File: config.mk
export PLATFORM = sky130hd
export DESIGN_NAME = button_debouncer
export DESIGN_NICKNAME = d
export VERILOG_FILES = /design/src/rtl/button_debouncer.sv
export SDC_FILE = /design/constraint.sdc
export NUM_CORES = 1
export LEC_CHECK = 0
export CAP_MARGIN = 20
export CORE_ASPECT_RATIO = 1.4
export CORE_UTILIZATION = 54
export CTS_CLUSTER_SIZE = 24
export DETAILED_ROUTE_END_ITERATION = 6
export PLACE_DENSITY = 0.75
export RECOVER_POWER = 25
export SYNTH_ARGS = -nofsm -noshare
export SYNTH_HDL_FRONTEND = slang
export SYNTH_SLANG_ARGS = --single-unit
File: constraint.sdc
create_clock -name clock -period 2 [get_ports clock]
set_input_delay 0.2 -clock clock [delete_from_list [all_inputs] [get_ports clock]]
set_output_delay 0.2 -clock clock [all_outputs]
set_load 0.1 [all_outputs]
File: src/rtl/button_debouncer.sv
// Push-button conditioning: per-button synchronizer and debounce counter, followed
// by a registered one-hot press strobe that turns simultaneous presses into a collision flag.
module button_debouncer #(
  parameter int N_B             = 3,
  parameter int DEBOUNCE_CYCLES = 1000000
) (
  input  logic           clock,
  input  logic           reset,
  input  logic [N_B-1:0] i_buttons,
  output logic [N_B-1:0] o_level,
  output logic [N_B-1:0] o_buttons,
  output logic           o_collision
);

  localparam int CW = $clog2(DEBOUNCE_CYCLES);
  localparam int PW = $clog2(N_B + 1);
  localparam logic [CW-1:0] CNT_MAX = CW'(DEBOUNCE_CYCLES - 1);

  logic [N_B-1:0]         sync1_q;
  logic [N_B-1:0]         sync2_q;
  logic [N_B-1:0]         stable_q;
  logic [N_B-1:0]         stable_d;
  logic [N_B-1:0][CW-1:0] cnt_q;
  logic [N_B-1:0][CW-1:0] cnt_d;
  logic [N_B-1:0]         p_q;
  logic [N_B-1:0]         p_d;
  logic [N_B-1:0]         btn_q;
  logic [N_B-1:0]         btn_d;
  logic                   col_q;
  logic                   col_d;
  logic [PW-1:0]          pcnt;

  // A disagreement must persist for DEBOUNCE_CYCLES consecutive edges; any
  // agreement in between throws the partial count away.
  always_comb begin
    stable_d = stable_q;
    cnt_d    = cnt_q;
    p_d      = '0;
    for (int i = 0; i < N_B; i++) begin
      if (sync2_q[i] == stable_q[i]) begin
        cnt_d[i] = '0;
      end else if (cnt_q[i] == CNT_MAX) begin
        stable_d[i] = sync2_q[i];
        cnt_d[i]    = '0;
        p_d[i]      = sync2_q[i];
      end else begin
        cnt_d[i] = cnt_q[i] + CW'(1);
      end
    end
  end

  always_comb begin
    pcnt = '0;
    for (int i = 0; i < N_B; i++) begin
      pcnt = pcnt + PW'(p_q[i]);
    end
    btn_d = (pcnt == PW'(1)) ? p_q : '0;
    col_d = (pcnt > PW'(1));
  end

  always_ff @(posedge clock) begin
    if (reset) begin
      sync1_q  <= '0;
      sync2_q  <= '0;
      stable_q <= '0;
      cnt_q    <= '0;
      p_q      <= '0;
      btn_q    <= '0;
      col_q    <= 1'b0;
    end else begin
      sync1_q  <= i_buttons;
      sync2_q  <= sync1_q;
      stable_q <= stable_d;
      cnt_q    <= cnt_d;
      p_q      <= p_d;
      btn_q    <= btn_d;
      col_q    <= col_d;
    end
  end

  assign o_level     = stable_q;
  assign o_buttons   = btn_q;
  assign o_collision = col_q;

endmodule

* After elaboration in Yosys (flattened, before gate mapping) *
Index checks and enable logic that the tools add are counted.

cells by class
  reductions and logical operators = 10
  equal/unequal tests = 7
  bitwise gates (word level) = 7
  add/subtract/negate cells = 5
  $lt $le $gt $ge = 1

operators with widths
  operator                                              number
  adder 20 x 1 -> 20 bit (second input constant)        3
  equality test 20 bit (second input constant)          3
  OR reduction 3 bit                                    6
  NOT 1 bit                                             7
  AND reduction 2 bit                                   3
  equality test 1 bit                                   3
  adder 1 x 1 -> 2 bit                                  1
  adder 2 x 1 -> 2 bit                                  1
  equality test 2 x 1 -> 1 bit (second input constant)  1
  > comparator 2 x 1 -> 1 bit (second input constant)   1
  OR reduction 2 bit                                    1

storage, ports and cells
  flip-flop bits (word level) = 76
  word-level logic and storage cells = 43
  bits of input ports = 5
  output and inout bits = 7

* Depth between registers and ports, before layout *
Gate-level depths: netlist of run 1.

  depth in word-level cells = 5
  depth in mapped cells = 6
  depth with buffers taken out = 5

* Worst setup path before layout of run 1 *
No wires, ideal clock.

  path type = register to register
  start point = register stable_q[2], in the netlist o_level[2]
  end point = register cnt_q[44] (netlist bit)
  period minus slack after synthesis = 2003 ps
  path buffers = 1
  setup time = 128 ps
  slack = -3 ps
  stages on the path, launching flop included = 6
  data arrival time = 1876 ps
  cell sequence = dfxtp_1 xnor2_1 nor2_1 o21ai_1 clkbuf_1 nor2_1

on the way
  word-level cells in the longest chain between the ends = 2

ends and longest elaborated chain
  item                          RTL line  text
  from (decl)                   21        logic [N_B-1:0] stable_q;
  from (signal assigned)        73        stable_q <= stable_d;
  equality test 1 bit           40        if (sync2_q[i] == stable_q[i]) begin
  OR reduction 3 bit (no line)  n/a
  to (signal assigned)          74        cnt_q <= cnt_d;
  to (decl)                     23        logic [N_B-1:0][CW-1:0] cnt_q;

No other way between the ends.
A chain may end at the register's enable or synchronous reset.

* Final worst setup path of run 1 *
  start point = register cnt_q[7] (netlist bit)
  end point = register cnt_q[7] (netlist bit)

on the way
  word-level cells in the longest chain between the ends = 2
  elaborated cells on any way between the ends = 3
  those cells by class = add/sub: 1; eq/ne: 1; reduce/logical: 1

ends and longest elaborated chain
  item
  parallel branches: the longest is 2 deep, another holds adder 20 x 1 -> 20 bit

Parallel ways; which one is timed is not known.

==> results of run 1 <==
[logic make-up after synthesis]
group                      synth area share
AOI/OAI and AO/OA                    0.0850
DFF                                   0.461
xor gates and xnor gates             0.0956
buffers and inverters                0.0323
and+or+nand+nor                       0.308
adders and majority gates            0.0175
[flip-flops by register name, summed over array words and instances (netlist names)]
name and count:
o_level 3, o_collision 1, cnt_q 60, sync1_q 3, o_buttons 3, sync2_q 3
p_q 3
[power breakdown]
group / switching (uW) / leakage, uW / total [uW] / internal (uW)
logic: 20.6 / 0.000468 / 38.4 / 17.8
clock network: 533 / 0.000100 / 1140 / 609
registers: 3.63 / 0.000614 / 1520 / 1520
[cell usage after synthesis, drive strengths merged, types with 2 or more instances]
cell type  instances
a21oi             23
and2              10
and3               8
and4               5
buf                4
clkbuf             9
dfxtp             76
ha                 3
inv               14
nand2             16
nand3             28
nand4             13
nand4b             2
nor2              48
nor2b              6
nor3               6
nor3b              2
nor4               5
nor4b              4
o21ai             19
o31ai              7
or2                2
or3               13
or4               12
or4b               2
xnor2             16
xor2              20
[final cells by class]
class                   instances  area, um^2
multi-input cells             275        1680
fillers                       520        2120
well taps                      70        87.6
clock inverters                 4        48.8
repair buffers                 29         203
flip-flops and latches         76        1520
clock buffers                  12         145
inverters                      14        52.6
[timing repair]
action,in CTS,in global routing
setup endpoints to repair,0,16
resized for setup,0,5
setup buffers,0,0
[cell usage in the layout (no fill, tap or decap), drive strengths merged, types with 3 or more instances in the layout]
master / Yosys / routed
and4: 5 / 5
a21oi: 23 / 23
and3: 8 / 8
clkbuf: 9 / 21
clkdlybuf4s50: 0 / 3
ha: 3 / 3
nor4b: 4 / 4
inv: 14 / 14
or3: 13 / 13
nand3: 28 / 28
nor3: 6 / 6
o31ai: 7 / 7
xnor2: 16 / 16
nand2: 16 / 16
and2: 10 / 10
nor2: 48 / 48
xor2: 20 / 20
or4: 12 / 12
dfxtp: 76 / 76
o21ai: 19 / 19
buf: 4 / 16
nor4: 5 / 5
nand4: 13 / 13
nor2b: 6 / 6
clkinv: 0 / 3
[final timing paths]
check,start,endpoint,slack (ns),cells after the start
setup / recovery,cnt_q[7]$_SDFF_PP0_,cnt_q[7]$_SDFF_PP0_,0.07,5
hold / removal,i_buttons[0],sync1_q[0]$_SDFF_PP0_,0.40,2
setup reg to reg,cnt_q[7]$_SDFF_PP0_,cnt_q[7]$_SDFF_PP0_,0.07,5
hold reg to reg,cnt_q[40]$_SDFF_PP0_,cnt_q[40]$_SDFF_PP0_,0.44,1
[per-stage QoR]
step / TNS [ns] / instance area [um^2] / power [uW]
floorplan: 0 / 3300 / 1580
global placement: 0 / 3550 / 1600
detailed placement: 0 / 3550 / 1600
CTS: 0 / 3750 / 2730
global route: -0.358 / 3740 / 2800
finish: 0 / 3740 / 2700
[per-layer routing]
layer / vias to the layer above / global-route usage / wire length [um]
li1: 1385 / - / -
met1: 1262 / 0.245 / 2760
met2: 35 / 0.375 / 3210
met3: 11 / 0.0543 / 146
met4: 0 / 0.0938 / 131
met5: - / 0 / 0
==> key figures, run 1 <==
Timing
  • PnR worst setup slack: 0.0665 ns
  • Max Slew Vio Count: 0
  • Fin Hold WS: 0.401 ns
  • Max Freq: 517 MHz
  • Worst-Margin Slew: 0.546 ns
  • Final setup fails: 0
  • RSZ-0062 raised after global routing: true
  • Final Critical Period: 1.93 ns
  • Final cycle utilization of the critical path: 0.967
  • Rel. slew slack: 0.638
  • Skew final: 0.00392 ns
  • Final hold vios: 0

Detailed routing
  • Initial DRC Count: 100
  • Routed wire length: 6240 um
  • Vias/cell: 5.61
  • Drt drc: 0
  • Drt pass-1 iters: 4
  • Wirelength per Cell: approximately 13 um
  • Post-route ant nets: 0
  • Via count: between 2,000 and 3,000

Global routing
  • Largest net degree at the start of global routing: 21
  • Vias in the first global route: roughly 2,600
  • GRT Util Overall: 0.217
  • Gr ovfl total: 0
  • First-pass GRT wire length: 10,600 um
  • Antenna violations before repair: 0

Worst setup path
  • Crit Path Category: flip-flop to flip-flop
  • Req. time, crit path: 2.24 ns
  • Crit. End Element: flip-flop
  • Arr. time, crit path: 2.17 ns
  • CP peak stage delay: between 0.5 and 0.6 ns
  • Critical path's top delay family: simple AND/OR/NAND/NOR gates
  • Critical-path cell list: or4b_1 > or4_1 > o21ai_2 > buf_4 > nor2_1
  • Setup crit start kind: flip-flop
  • Worst path slowest cell: or4b_1
  • CP Buf/Inv Count: 1
  • Crit Path Max Fanout: 9

Outcome
  • Status: completed

Die
  • Starting Density: 0.562
  • Die height: between 90 and 100 um
  • Std-Cell Rows: 33
  • I/O pins: 12
  • DIE AREA: 6430 um^2
  • Core area: 5860 um^2
  • Die X: 68.0 um

Pwr
  • Power per Cell Area: 723 nW/um^2
  • Lkg Pwr: 0.00118 uW
  • VDD IR-drop max: 0.570 mV

Finish
  • Diodes inserted: 0
  • Area grow syn2layout: 13.4%
  • Fin cells: 480
  • Fin nets: 414
  • Layout cell share with drive strength beyond 1: 0.127
  • Final Util: 0.638

Yosys
  • Prevailing post-synth register cell: dfxtp_1
  • Number of flops mapped to enable cells by yosys: 0
  • Top cell type by total area after synthesis: dfxtp_1
  • Syn avg cell area: between 8 and 9 um^2
  • Net count after synthesis: 387
  • Register area share after synthesis: 0.461
  • Top cell type's share of synthesized area: 0.461
  • Asr flop ratio synth: 0
  • Synth area leaders: dfxtp_1, nor2_1, xor2_1, xnor2_1, nand3_1
  • Yosys warnings: 0
  • Flops & latches, synth: 76
  • Post-synthesis cell type count: 38
  • Syn Std Cell Area: 3300 um^2
  • Post-Synthesis Cells: 378

Clock tree
  • H-tree levels: 3
  • CTS root buf: clkbuf_8
  • CTS tree: built
  • Post-CTS Hold Buffers: 0
  • Clk_lat worst skew: 0.35 ns
  • Clk slew on worst S/H paths: 0.07 ns
  • CTS Buffer Depth: 2
  • Clk sinks: 76
  • Total CTS buffers: 9

Job
  • Maxcap violations: 0

Place
  • Port Buffers: 11
  • Detailed Place HPWL: 4400 um
  • Dpl ws: about 0.10 ns
  • Final Wtd Congestion: 0.851
  • # placed instances: around 460

Worst hold path
  • Worst min-delay path category: input pin to flip-flop
(Power assumes the default switching activity.)
==> run 2: changes to the inputs <==
PLACE_DENSITY = 0.74   (was 0.75)
==> run 2 against run 1 <==
Compared with the run above: via count increased by 0.41%; wire length is 2.3% lower; clock skew increased by 0.0073 ns.
==> key figures, run 2 (synthesis gave the netlist of run 1 again) <==
Outcome
  • Status: completed

Pwr
  • Power per Cell Area: 693 nW/um^2
  • Sequential Power Share: 0.591
  • Combinational cell fraction of total power: 0.015
  • Switching share of power: 0.219
  • Pint: approximately 2000 uW
  • VDD IR-drop max: roughly 0.5 mV
  • P_sw: 565 uW
  • Lkg Pwr: 0.00117 uW
  • Clock share of power: 0.394

Global routing
  • Gr ovfl total: 0
  • Busiest grt layer: met2
  • M3 GR Usage: 0.0471
  • GRT Util Overall: 0.218
  • Antenna violations before repair: 0
  • Grt met1 use: 0.253
  • Largest net degree at the start of global routing: 21
  • Vias in the first global route: 2,510
  • Met2 Use GR: 0.370
  • First-pass GRT wire length: between 10,000 and 15,000 um

Worst setup path
  • Req. time, crit path: 2.23 ns
  • Critical-path cell list: or4b_1 > or4_1 > o21ai_2 > buf_4 > a21oi_1
  • CP peak stage delay: 0.54 ns
  • Critical path's top delay family: simple AND/OR/NAND/NOR gates
  • CP Buf/Inv Count: 1
  • Worst path slowest cell: or4b_1
  • Critical R2R Capture: cnt_q[16]$_SDFF_PP0_
  • Crit Path Category: flip-flop to flip-flop
  • Worst r2r src: cnt_q[7]$_SDFF_PP0_
  • Crit. End Element: flip-flop
  • Arr. time, crit path: ~2.1 ns
  • R2r setup slk: 0.11 ns
  • Crit Path Max Fanout: 10
  • Reg2reg path depth: 5
  • Setup crit start kind: flip-flop

Finish
  • Commonest non-fill, non-tap cells in the layout: dfxtp_1, nor2_1, nand3_1, a21oi_1, xor2_1
  • Layout cell share with drive strength beyond 1: 0.131
  • Diodes inserted: 0
  • Max FFs per register: 60
  • Fin nets: around 420
  • Commonest non-fill, non-tap cell in the layout: dfxtp_1
  • Area grow syn2layout: 12.8%
  • Most flop-heavy register: cnt_q
  • Post-Layout Inst Area: 3720 um^2
  • Filler cells: 522

Timing
  • Skew final: 0.0112 ns
  • Max Freq: 529 MHz
  • Final Critical Period: about 1.9 ns
  • Final hold vios: 0
  • Final setup fails: 0
  • Rel. slew slack: 0.636
  • Setup TNS: 0 ns
  • RSZ-0062 raised after global routing: false
  • Worst-Margin Slew: 0.548 ns
  • Max Slew Vio Count: 0
  • Final cycle utilization of the critical path: 0.946

Detailed routing
  • Via count: 2,704
  • Initial DRC Count: 124
  • Wirelength per Cell: roughly 13 um
  • Drt pass-1 iters: 4
  • Routed wire length: 6100 um
  • Vias/cell: between 5 and 6
  • Post-route ant nets: 0
  • Drt drc: 0

Clock tree
  • Clk slew on worst S/H paths: approximately 0.07 ns
  • CTS Buffer Depth: 2
  • CTS tree: built
  • Total CTS buffers: 9
  • Setup Fix Bufs, Post-CTS: 0
  • Post-CTS Hold Buffers: 0
  • CTS root buf: clkbuf_8
  • H-tree levels: 3
  • CTS resizes: 0
  • Clk sinks: 76
  • Clk_lat worst skew: 0.35 ns

Place
  • Detailed Place HPWL: between 4000 and 5000 um
  • Final Wtd Congestion: slightly above 0.8
  • Port Buffers: 11
  • Area after DPL: 3570 um^2

Die
  • Core area: 5860 um^2
  • I/O pins: 12
  • DIE AREA: 6430 um^2
  • Die X: 68.0 um
  • Starting Density: 0.562
  • Die height: ~94 um
  • Std-Cell Rows: 33

Job
  • Maxcap violations: 0

Worst hold path
  • Worst hold stages: 2
  • Hold EP: sync1_q[0]$_SDFF_PP0_
  • HP Start: i_buttons[0]
  • Worst min-delay path category: input pin to flip-flop
[run 2: routing by layer]
layer	up-vias	part of all wire
met4	0	0.022
met3	13	0.024
met2	30	0.50
met5	-	0
met1	1270	0.45
li1	1391	-
[run 2: power groups by stage]
stage          sequential [uW]  clock (uW)  combinational [uW]
2_1_floorplan             1560           0                22.1
3_3_place_gp              1560           0                40.7
3_5_place_dp              1560           0                41.4
4_1_cts                   1520        1050                41.5
5_1_grt                   1520        1110                43.8
6_report                  1520        1020                39.7
[run 2: metrics by stage]
step	hold WS, ns	cells	setup slack (ns)	utilization	total power, uW
2_1_floorplan	0.328	378	0.0564	-	1580
3_3_place_gp	0.417	465	0.133	0.608	1600
3_5_place_dp	0.425	465	0.0798	0.608	1600
4_1_cts	0.390	481	0.0698	0.637	2610
5_1_grt	0.397	481	0.0254	0.634	2680
6_report	0.405	481	0.108	0.634	2580
[run 2: worst max path at each step]
stage / cells past startpoint / to / startpoint / slack (ns)
6_report: 5 / cnt_q[16]$_SDFF_PP0_ / cnt_q[7]$_SDFF_PP0_ / 0.11
5_1_grt: 5 / cnt_q[38]$_SDFF_PP0_ / cnt_q[21]$_SDFF_PP0_ / 0.03
4_1_cts: 5 / cnt_q[38]$_SDFF_PP0_ / cnt_q[21]$_SDFF_PP0_ / 0.07
3_5_place_dp: 5 / cnt_q[38]$_SDFF_PP0_ / cnt_q[21]$_SDFF_PP0_ / 0.08
3_3_place_gp: 5 / cnt_q[38]$_SDFF_PP0_ / cnt_q[20]$_SDFF_PP0_ / 0.13
2_1_floorplan: 6 / cnt_q[38]$_SDFF_PP0_ / cnt_q[20]$_SDFF_PP0_ / 0.06
[run 2: final cells by class]
| class | count | area [um^2] | share of cell area |
|---|---|---|---|
| clock buffer | 11 | 141 | 0.0380 |
| clock inverter | 5 | 27.5 | 0.00740 |
| inverter | 14 | 52.6 | 0.0141 |
| multi-input combinational | 275 | 1680 | 0.452 |
| sequential | 76 | 1520 | 0.409 |
| tap | 70 | 87.6 | 0.0235 |
| timing repair buffer | 30 | 208 | 0.0558 |
